## config.mk

```make
export PLATFORM = sky130hd
export DESIGN_NAME = xilinx_phy10g_qpll_ctrl
export DESIGN_NICKNAME = d
export VERILOG_FILES = /design/src/rtl/xilinx_phy10g_pkg.sv /design/src/rtl/xilinx_phy10g_qpll_ctrl_quad.sv /design/src/rtl/xilinx_phy10g_qpll_ctrl.sv
export SDC_FILE = /design/constraint.sdc
export NUM_CORES = 1
export LEC_CHECK = 0
export ABC_AREA = 1
export CORE_MARGIN = 2
export CORE_UTILIZATION = 45
export DETAILED_ROUTE_END_ITERATION = 10
export PLACE_DENSITY = 0.67
export SLEW_MARGIN = 30
export SYNTH_ARGS = -nofsm -noshare
export SYNTH_HDL_FRONTEND = slang
export SYNTH_SLANG_ARGS = --single-unit
```

## constraint.sdc

```tcl
create_clock -name clk_i -period 2.15 [get_ports clk_i]
set_input_delay 0.5375 -clock clk_i [delete_from_list [all_inputs] [get_ports clk_i]]
set_output_delay 0.5375 -clock clk_i [all_outputs]
set_load 0.005 [all_outputs]
```

## src/rtl/xilinx_phy10g_pkg.sv

```systemverilog
// Shared types and defaults for the 10G PHY QPLL bring-up controller.
package xilinx_phy10g_pkg;

  typedef enum logic [2:0] {
    StOff,
    StReset,
    StWaitLock,
    StStable,
    StReady,
    StFail
  } qpll_state_t;

  localparam int unsigned DefResetCycles = 16;
  localparam int unsigned DefLockTimeout = 65536;
  localparam int unsigned DefLockStable  = 256;
  localparam int unsigned DefMaxRetries  = 3;

  // Counter width able to hold 0..limit-1; never narrower than one bit.
  function automatic int unsigned cnt_width(input int unsigned limit);
    return (limit > 1) ? $clog2(limit) : 1;
  endfunction

endpackage

```

## src/rtl/xilinx_phy10g_qpll_ctrl_quad.sv

```systemverilog
// Single-quad QPLL supervisor: input synchronisers, bring-up FSM, retry and timeout counters.
module xilinx_phy10g_qpll_ctrl_quad
  import xilinx_phy10g_pkg::*;
#(
  parameter int unsigned RESET_CYCLES = DefResetCycles,
  parameter int unsigned LOCK_TIMEOUT = DefLockTimeout,
  parameter int unsigned LOCK_STABLE  = DefLockStable,
  parameter int unsigned MAX_RETRIES  = DefMaxRetries,
  parameter int unsigned RETRY_W      = cnt_width(MAX_RETRIES + 1)
) (
  input  logic               clk_i,
  input  logic               rst_i,
  input  logic               enable_i,
  input  logic               qplllock_i,
  input  logic               refclklost_i,
  output logic               qpllpd_o,
  output logic               qpllreset_o,
  output logic               ready_o,
  output logic               fail_o,
  output logic               lock_lost_o,
  output logic [RETRY_W-1:0] retry_cnt_o
);

  localparam int unsigned RstW = cnt_width(RESET_CYCLES);
  localparam int unsigned TmoW = cnt_width(LOCK_TIMEOUT);
  localparam int unsigned StbW = cnt_width(LOCK_STABLE);

  localparam logic [RstW-1:0]    RstMax   = RstW'(RESET_CYCLES - 1);
  localparam logic [TmoW-1:0]    TmoMax   = TmoW'(LOCK_TIMEOUT - 1);
  localparam logic [StbW-1:0]    StbMax   = StbW'(LOCK_STABLE - 1);
  localparam logic [RETRY_W-1:0] RetryMax = RETRY_W'(MAX_RETRIES);

  qpll_state_t state_q, state_d;
  logic [RstW-1:0]    rst_cnt_q, rst_cnt_d;
  logic [TmoW-1:0]    tmo_cnt_q, tmo_cnt_d;
  logic [StbW-1:0]    stb_cnt_q, stb_cnt_d;
  logic [RETRY_W-1:0] retry_q, retry_d;

  logic lock_meta_q, lock_s_q, lost_meta_q, lost_s_q, en_q;
  logic qpllpd_q, qpllreset_q, ready_q, fail_q, lock_lost_q;

  always_comb begin
    state_d   = state_q;
    rst_cnt_d = rst_cnt_q;
    tmo_cnt_d = tmo_cnt_q;
    stb_cnt_d = stb_cnt_q;
    retry_d   = retry_q;

    unique case (state_q)
      StOff: begin
        rst_cnt_d = '0;
        tmo_cnt_d = '0;
        stb_cnt_d = '0;
        retry_d   = '0;
        if (en_q) state_d = StReset;
      end
      StReset: begin
        stb_cnt_d = '0;
        if (rst_cnt_q == RstMax) begin
          rst_cnt_d = '0;
          tmo_cnt_d = '0;
          state_d   = StWaitLock;
        end else begin
          rst_cnt_d = rst_cnt_q + 1'b1;
        end
      end
      StWaitLock, StStable: begin
        tmo_cnt_d = tmo_cnt_q + 1'b1;
        // Timeout or refclk loss takes precedence over any lock progress.
        if ((tmo_cnt_q == TmoMax) || lost_s_q) begin
          stb_cnt_d = '0;
          rst_cnt_d = '0;
          if (retry_q == RetryMax) begin
            state_d = StFail;
          end else begin
            retry_d = retry_q + 1'b1;
            state_d = StReset;
          end
        end else if (state_q == StWaitLock) begin
          if (lock_s_q) state_d = StStable;
        end else if (!lock_s_q) begin
          stb_cnt_d = '0;
          state_d   = StWaitLock;
        end else if (stb_cnt_q == StbMax) begin
          state_d = StReady;
        end else begin
          stb_cnt_d = stb_cnt_q + 1'b1;
        end
      end
      StReady: begin
        if (!lock_s_q || lost_s_q) begin
          retry_d   = '0;
          rst_cnt_d = '0;
          stb_cnt_d = '0;
          state_d   = StReset;
        end
      end
      StFail: state_d = StFail;
      default: state_d = StOff;
    endcase

    if (!en_q) begin
      state_d   = StOff;
      rst_cnt_d = '0;
      tmo_cnt_d = '0;
      stb_cnt_d = '0;
      retry_d   = '0;
    end
  end

  always_ff @(posedge clk_i or posedge rst_i) begin
    if (rst_i) begin
      lock_meta_q <= 1'b0;
      lock_s_q    <= 1'b0;
      lost_meta_q <= 1'b0;
      lost_s_q    <= 1'b0;
      en_q        <= 1'b0;
      state_q     <= StOff;
      rst_cnt_q   <= '0;
      tmo_cnt_q   <= '0;
      stb_cnt_q   <= '0;
      retry_q     <= '0;
      qpllpd_q    <= 1'b1;
      qpllreset_q <= 1'b1;
      ready_q     <= 1'b0;
      fail_q      <= 1'b0;
      lock_lost_q <= 1'b0;
    end else begin
      lock_meta_q <= qplllock_i;
      lock_s_q    <= lock_meta_q;
      lost_meta_q <= refclklost_i;
      lost_s_q    <= lost_meta_q;
      en_q        <= enable_i;
      state_q     <= state_d;
      rst_cnt_q   <= rst_cnt_d;
      tmo_cnt_q   <= tmo_cnt_d;
      stb_cnt_q   <= stb_cnt_d;
      retry_q     <= retry_d;
      // Outputs decode the state being entered so they change on that same edge.
      qpllpd_q    <= (state_d == StOff) || (state_d == StFail);
      qpllreset_q <= (state_d == StOff) || (state_d == StFail) || (state_d == StReset);
      ready_q     <= (state_d == StReady);
      fail_q      <= (state_d == StFail);
      lock_lost_q <= (state_q == StReady) && (state_d == StReset);
    end
  end

  assign qpllpd_o    = qpllpd_q;
  assign qpllreset_o = qpllreset_q;
  assign ready_o     = ready_q;
  assign fail_o      = fail_q;
  assign lock_lost_o = lock_lost_q;
  assign retry_cnt_o = retry_q;

endmodule

```

## src/rtl/xilinx_phy10g_qpll_ctrl.sv

```systemverilog
// QPLL bring-up and supervision for NUM_QUADS independent GTXE2_COMMON quads.
module xilinx_phy10g_qpll_ctrl
  import xilinx_phy10g_pkg::*;
#(
  parameter int unsigned NUM_QUADS    = 1,
  parameter int unsigned RESET_CYCLES = DefResetCycles,
  parameter int unsigned LOCK_TIMEOUT = DefLockTimeout,
  parameter int unsigned LOCK_STABLE  = DefLockStable,
  parameter int unsigned MAX_RETRIES  = DefMaxRetries
) (
  input  logic                                              clk_i,
  input  logic                                              rst_i,
  input  logic [NUM_QUADS-1:0]                              enable_i,
  input  logic [NUM_QUADS-1:0]                              qplllock_i,
  input  logic [NUM_QUADS-1:0]                              refclklost_i,
  output logic [NUM_QUADS-1:0]                              qpllpd_o,
  output logic [NUM_QUADS-1:0]                              qpllreset_o,
  output logic [NUM_QUADS-1:0]                              ready_o,
  output logic [NUM_QUADS-1:0]                              fail_o,
  output logic [NUM_QUADS-1:0]                              lock_lost_o,
  output logic [NUM_QUADS*cnt_width(MAX_RETRIES + 1)-1:0]   retry_cnt_o
);

  localparam int unsigned RetryW = cnt_width(MAX_RETRIES + 1);

  for (genvar q = 0; q < NUM_QUADS; q++) begin : g_quad
    xilinx_phy10g_qpll_ctrl_quad #(
      .RESET_CYCLES (RESET_CYCLES),
      .LOCK_TIMEOUT (LOCK_TIMEOUT),
      .LOCK_STABLE  (LOCK_STABLE),
      .MAX_RETRIES  (MAX_RETRIES),
      .RETRY_W      (RetryW)
    ) u_quad (
      .clk_i        (clk_i),
      .rst_i        (rst_i),
      .enable_i     (enable_i[q]),
      .qplllock_i   (qplllock_i[q]),
      .refclklost_i (refclklost_i[q]),
      .qpllpd_o     (qpllpd_o[q]),
      .qpllreset_o  (qpllreset_o[q]),
      .ready_o      (ready_o[q]),
      .fail_o       (fail_o[q]),
      .lock_lost_o  (lock_lost_o[q]),
      .retry_cnt_o  (retry_cnt_o[q*RetryW +: RetryW])
    );
  end

endmodule

```

## After elaboration in Yosys (flattened, before gate mapping)

Cells that the tools add are included.

- Equality and inequality tests: 22
- Reductions and logical operators: 14
- Add/subtract/negate cells: 4
- Multiplexer cells: 30

Operators by type and width:

| kind | count |
|---|---|
| $mux W8 | 6 |
| $pmux W16 S3 | 1 |
| $mux W16 | 2 |
| $mux W3 | 9 |
| $pmux W8 S3 | 1 |
| $add A16 B1 Y16 const B | 1 |
| $eq A16 B16 Y1 const B | 1 |
| $mux W4 | 4 |
| $ne A4 B4 Y1 const B | 4 |
| $pmux W4 S4 | 1 |
| $pmux W3 S5 | 1 |
| $eq A3 B3 Y1 const B | 4 |
| $ne A3 B3 Y1 const B | 4 |
| $ne A5 B5 Y1 const B | 2 |
| $add A8 B1 Y8 const B | 1 |
| $eq A8 B8 Y1 const B | 1 |
| $mux W2 | 4 |
| $reduce_and A4 Y1 | 2 |
| $eq A3 B1 Y1 const B | 2 |
| $eq A3 B2 Y1 const B | 2 |
| $logic_not A3 Y1 | 2 |
| $pmux W2 S3 | 1 |
| $add A4 B1 Y4 const B | 1 |
| $eq A4 B4 Y1 const B | 1 |
| 8 further kinds | 12 |

- Output and inout bits: 7
- Register bits after elaboration: 43

## Logic depth before layout (Yosys ltp)

- Depth after elaboration: 10
- Mapped depth: 13
- Mapped depth without buffers: 13

## Least setup slack after synthesis

No wires, ideal clock.

- Kind: reg2reg
- Start point: register g_quad[0].u_quad.tmo_cnt_q[0]
- End point: register g_quad[0].u_quad.stb_cnt_q[5]
- Required time: 2.032 ns
- Path slack: 0.418 ns
- Arrival: 1.613 ns
- Path buffers: 1
- Library setup time: 0.118 ns
- Clock period less this slack: 1.732 ns
- Stages on the path, launching flop included: 13
- Cells stage by stage: dfrtp_1 ha_1 nand2_1 nor2_1 nand2_1 nor2_4 nor2_4 nand2_8 nor2_8 nand2_4 nand2_4 buf_12 o21ai_2

- Longest elaborated chain between the ends: 5

RTL lines:

| item | line | source |
|---|---|---|
| start: declaration | xilinx_phy10g_qpll_ctrl_quad.sv:35 | `logic [TmoW-1:0] tmo_cnt_q, tmo_cnt_d;` |
| start signal: assignment | xilinx_phy10g_qpll_ctrl_quad.sv:136 | `tmo_cnt_q <= tmo_cnt_d;` |
| $eq A16 B16 Y1 (*) | xilinx_phy10g_qpll_ctrl_quad.sv:70 | `if ((tmo_cnt_q == TmoMax) \|\| lost_s_q) begin` |
| $logic_or A1 B1 Y1 (*) | xilinx_phy10g_qpll_ctrl_quad.sv:70 |  |
| $mux W8 | xilinx_phy10g_qpll_ctrl_quad.sv:70 |  |
| $pmux W8 S3 | xilinx_phy10g_qpll_ctrl_quad.sv:49 | `unique case (state_q)` |
| $mux W8 | xilinx_phy10g_qpll_ctrl_quad.sv:102 | `if (!en_q) begin` |
| end signal: assignment | xilinx_phy10g_qpll_ctrl_quad.sv:137 | `stb_cnt_q <= stb_cnt_d;` |
| end: declaration | xilinx_phy10g_qpll_ctrl_quad.sv:36 | `logic [StbW-1:0] stb_cnt_q, stb_cnt_d;` |

Every way passes the cells marked *; elsewhere a longest branch is shown, timed or not.
A chain may end at the register's enable or synchronous reset.

## Final worst setup path

- Start point: register g_quad[0].u_quad.tmo_cnt_q[0]
- End point: register g_quad[0].u_quad.stb_cnt_q[4]

The elaborated chain is that of the path after synthesis.

==> out/metrics.yaml <==
muxShareOfSynthArea_pct: 0
synthSimpleGateAreaFrac_pct: 31.1
ant_nets: 0
p_leak_uw: 0.00127
synth_largest_area_cell: "dfrtp_1"
synth_top_family_by_area: "simple AND/OR/NAND/NOR gates"
synth_edf_count: 0
cp.required_ps: 2370
crit_top_cell: "nand2_1"
postSynthCellCount: 288
period_share_pct: 88.4
cts_root_buf: "clkbuf_8"
period_needed_ps: 1900
drt-initial-drc-count: 114
peakVddDrop_mv: 0.308
yosysSeqAreaShare_pct: 44.8
syn_avg_cell_area_um2: 8.35
synth-main-ff-cell: "dfrtp_1"
cp_data_arrival_time_ps: 2120
maxCapViolCount: 0
setup_viol: 0
crit_path_end_kind: "flop"
synth.most_common_cell: "nand2_1"
via_per_inst: 4.91
max_stage_delay_ps: 410
coreArea_um2: 5140
clkTransAtPathRegs_ps: 80
startpoint: "g_quad[0].u_quad.tmo_cnt_q[0]"
dieArea_um2: 5950
synth_xor_area_share_pct: 1.46
yosys.area.top_type_share_pct: 42.6
ys_top_cells_by_count: "65 x nand2_1, 41 x dfrtp_1, 32 x inv_1"
crit_type: "flop to flop"
synthDistinctLibCells: 37
io_buffers: 11
grt-ovfl-total: 0
min_from: "g_quad[0].u_quad.lost_meta_q"
synth_fa_ha_area_share_pct: 2.08
slew_violations: 0
status: "finished, final reports clean"
rows: 26
yosys_warnings: 0
hold_path.class: "flop to flop"
cts_setup_buffers: 0
power_density_nw_per_um2: 525
cts.repair.resized: 0
gp_congestion: 0.807
cts_buffers: 5
syn-num-nets: 297
total_power_uw: 1420
cp_top_family: "simple AND/OR/NAND/NOR gates"
rsz0062_at_grt: "false"
place_area_um2: 2610
clk_path_buf_depth: 2
grt_max_degree: 21
grt_usage_pct: 16.7
timing.fmax_ghz: 0.526
drive_above_1_share_pct: 15.9
hold_viol: 0
worst_pin_slew_ps: 578
slowest_stage: "dfrtp_1"
final_util_pct: 52.4
synthTopCellsByArea: "dfrtp_1 43%, nand2_1 10%, inv_1 5.0%"
start_util_pct: 46.8
antenna_found_initial: 0
slew_headroom_pct: 61.2
worstSkewPairLatency_ps: 300
wl_per_cell_um: 11.7
drt-total-wl_um: 4420
n_antenna_cell: 0
path_cells: "ha_1 > nand2_1 > nor2_1 > nand2_1 > nor2_4 > nor2_4 > nand2_8 > nor2_8 > nand2_4 > nand2_4 > nand2_1 > o21ai_2"
dp_cells: 370
worstReg2RegStart: "g_quad[0].u_quad.tmo_cnt_q[0]"
die_w_um: 77.1
grt_pass1_wl_um: 8020
fin_skew_ps: 8.17
cts.sinks: 43
vias: 1855
tns_ps: 0
synth_compound_area_share_pct: 13.6
cp_max_fo: 16
final_cell_area_um2: 2700
grt_pass1_vias: 1744
first_pass_iters: 4
fin_nets: 316
ios: 12
num-fill-cells: 500
async_flop_share_pct: 100
ys_ff_latch: 43
die_h_um: 77.1
areaGrowthSynthToFinish_pct: 12.0
start_kind: "flop"
cts_tree: "yes"
fin_cells: 378
path_buf_inv: 0
hpwlAfterDp_um: 3370
htree_levels: 2
cts_hold_buffers: 0
drc: 0
synth.cell_area_um2: 2410
==> cells by family (layout without fill, tap and decap cells) <==
| logic type | Yosys count | in the layout |
|---|---|---|
| AO/OA/AOI/OAI | 48 | 48 |
| XOR/XNOR | 4 | 4 |
| adder cells (fa/ha/maj) | 4 | 4 |
| buffers and inverters | 40 | 60 |
| flip-flops | 43 | 43 |
| AND/OR/NAND/NOR | 149 | 149 |
==> cells in the final DEF (no fill, tap or decap), types with 3 or more instances in the layout <==
cell type        Yosys  final
nand2_1             65     65
dfrtp_1             41     41
inv_1               32     31
nor2_1              30     30
nand3_1             16     16
a21oi_1             12     12
clkdlybuf4s50_1      0     11
o21ai_0              9      9
o21ai_2              8      8
nand4_1              7      7
inv_2                6      6
nand2_2              6      6
nor3_1               6      6
clkbuf_8             0      5
xor2_1               4      4
nor2_4               4      4
ha_1                 4      4
nor2_2               3      3
nand2_4              3      3
o21ai_1              3      3
o21a_1               3      3
==> worst paths after layout <==
check / endpoint / slack, ps / cells after the start
max: g_quad[0].u_quad.stb_cnt_q[4] / 250 / 12
min: g_quad[0].u_quad.lost_s_q / 350 / 0
max reg2reg: g_quad[0].u_quad.stb_cnt_q[4] / 250 / 12
min reg2reg: g_quad[0].u_quad.lost_s_q / 350 / 0
max in group asynchronous: g_quad[0].u_quad.qpllpd_o / 1090 / 3
min in group asynchronous: g_quad[0].u_quad.tmo_cnt_q[9] / 530 / 2
==> where the power goes <==
part | total (uW) | switching (uW) | leakage (uW) | internal, uW
combinational | 90.8 | 58.5 | 0.000645 | 32.4
sequential | 829 | 9.68 | 0.000580 | 820
clock | 496 | 268 | 0.0000422 | 228
==> registers in the layout (all words and copies together) (netlist names), 2 cells and up <==
signal / cells
g_quad.u_quad.retry_cnt_o: 2
g_quad.u_quad.rst_cnt_q: 4
g_quad.u_quad.state_q: 3
g_quad.u_quad.stb_cnt_q: 8
g_quad.u_quad.tmo_cnt_q: 16
==> per-stage QoR <==
step / hold slack (ps) / worst slack (ps)
5_1_grt: 363 / 53.6
2_1_floorplan: 331 / 418
6_report: 352 / 250
3_3_place_gp: 333 / 253
3_5_place_dp: 337 / 249
4_1_cts: 356 / 224
==> per-layer routing <==
| layer | global-route usage [%] | share of wire, % |
|---|---|---|
| met5 | 0 | 0 |
| met4 | 5.89 | 1.2 |
| met3 | 3.18 | 4.0 |
| met2 | 25.6 | 45 |
| met1 | 23.5 | 50 |
==> cell type report <==
class	instances	area (um^2)	share of cell area, %
Sequential cell	43	1080	40.0
Tap cell	70	87.6	3.25
Multi-Input combinational cell	205	1160	43.0
Timing Repair Buffer	14	145	5.39
Clock buffer	7	76.3	2.83
Clock inverter	1	5.00	0.186
Inverter	38	143	5.29
(Power assumes the default switching activity.)
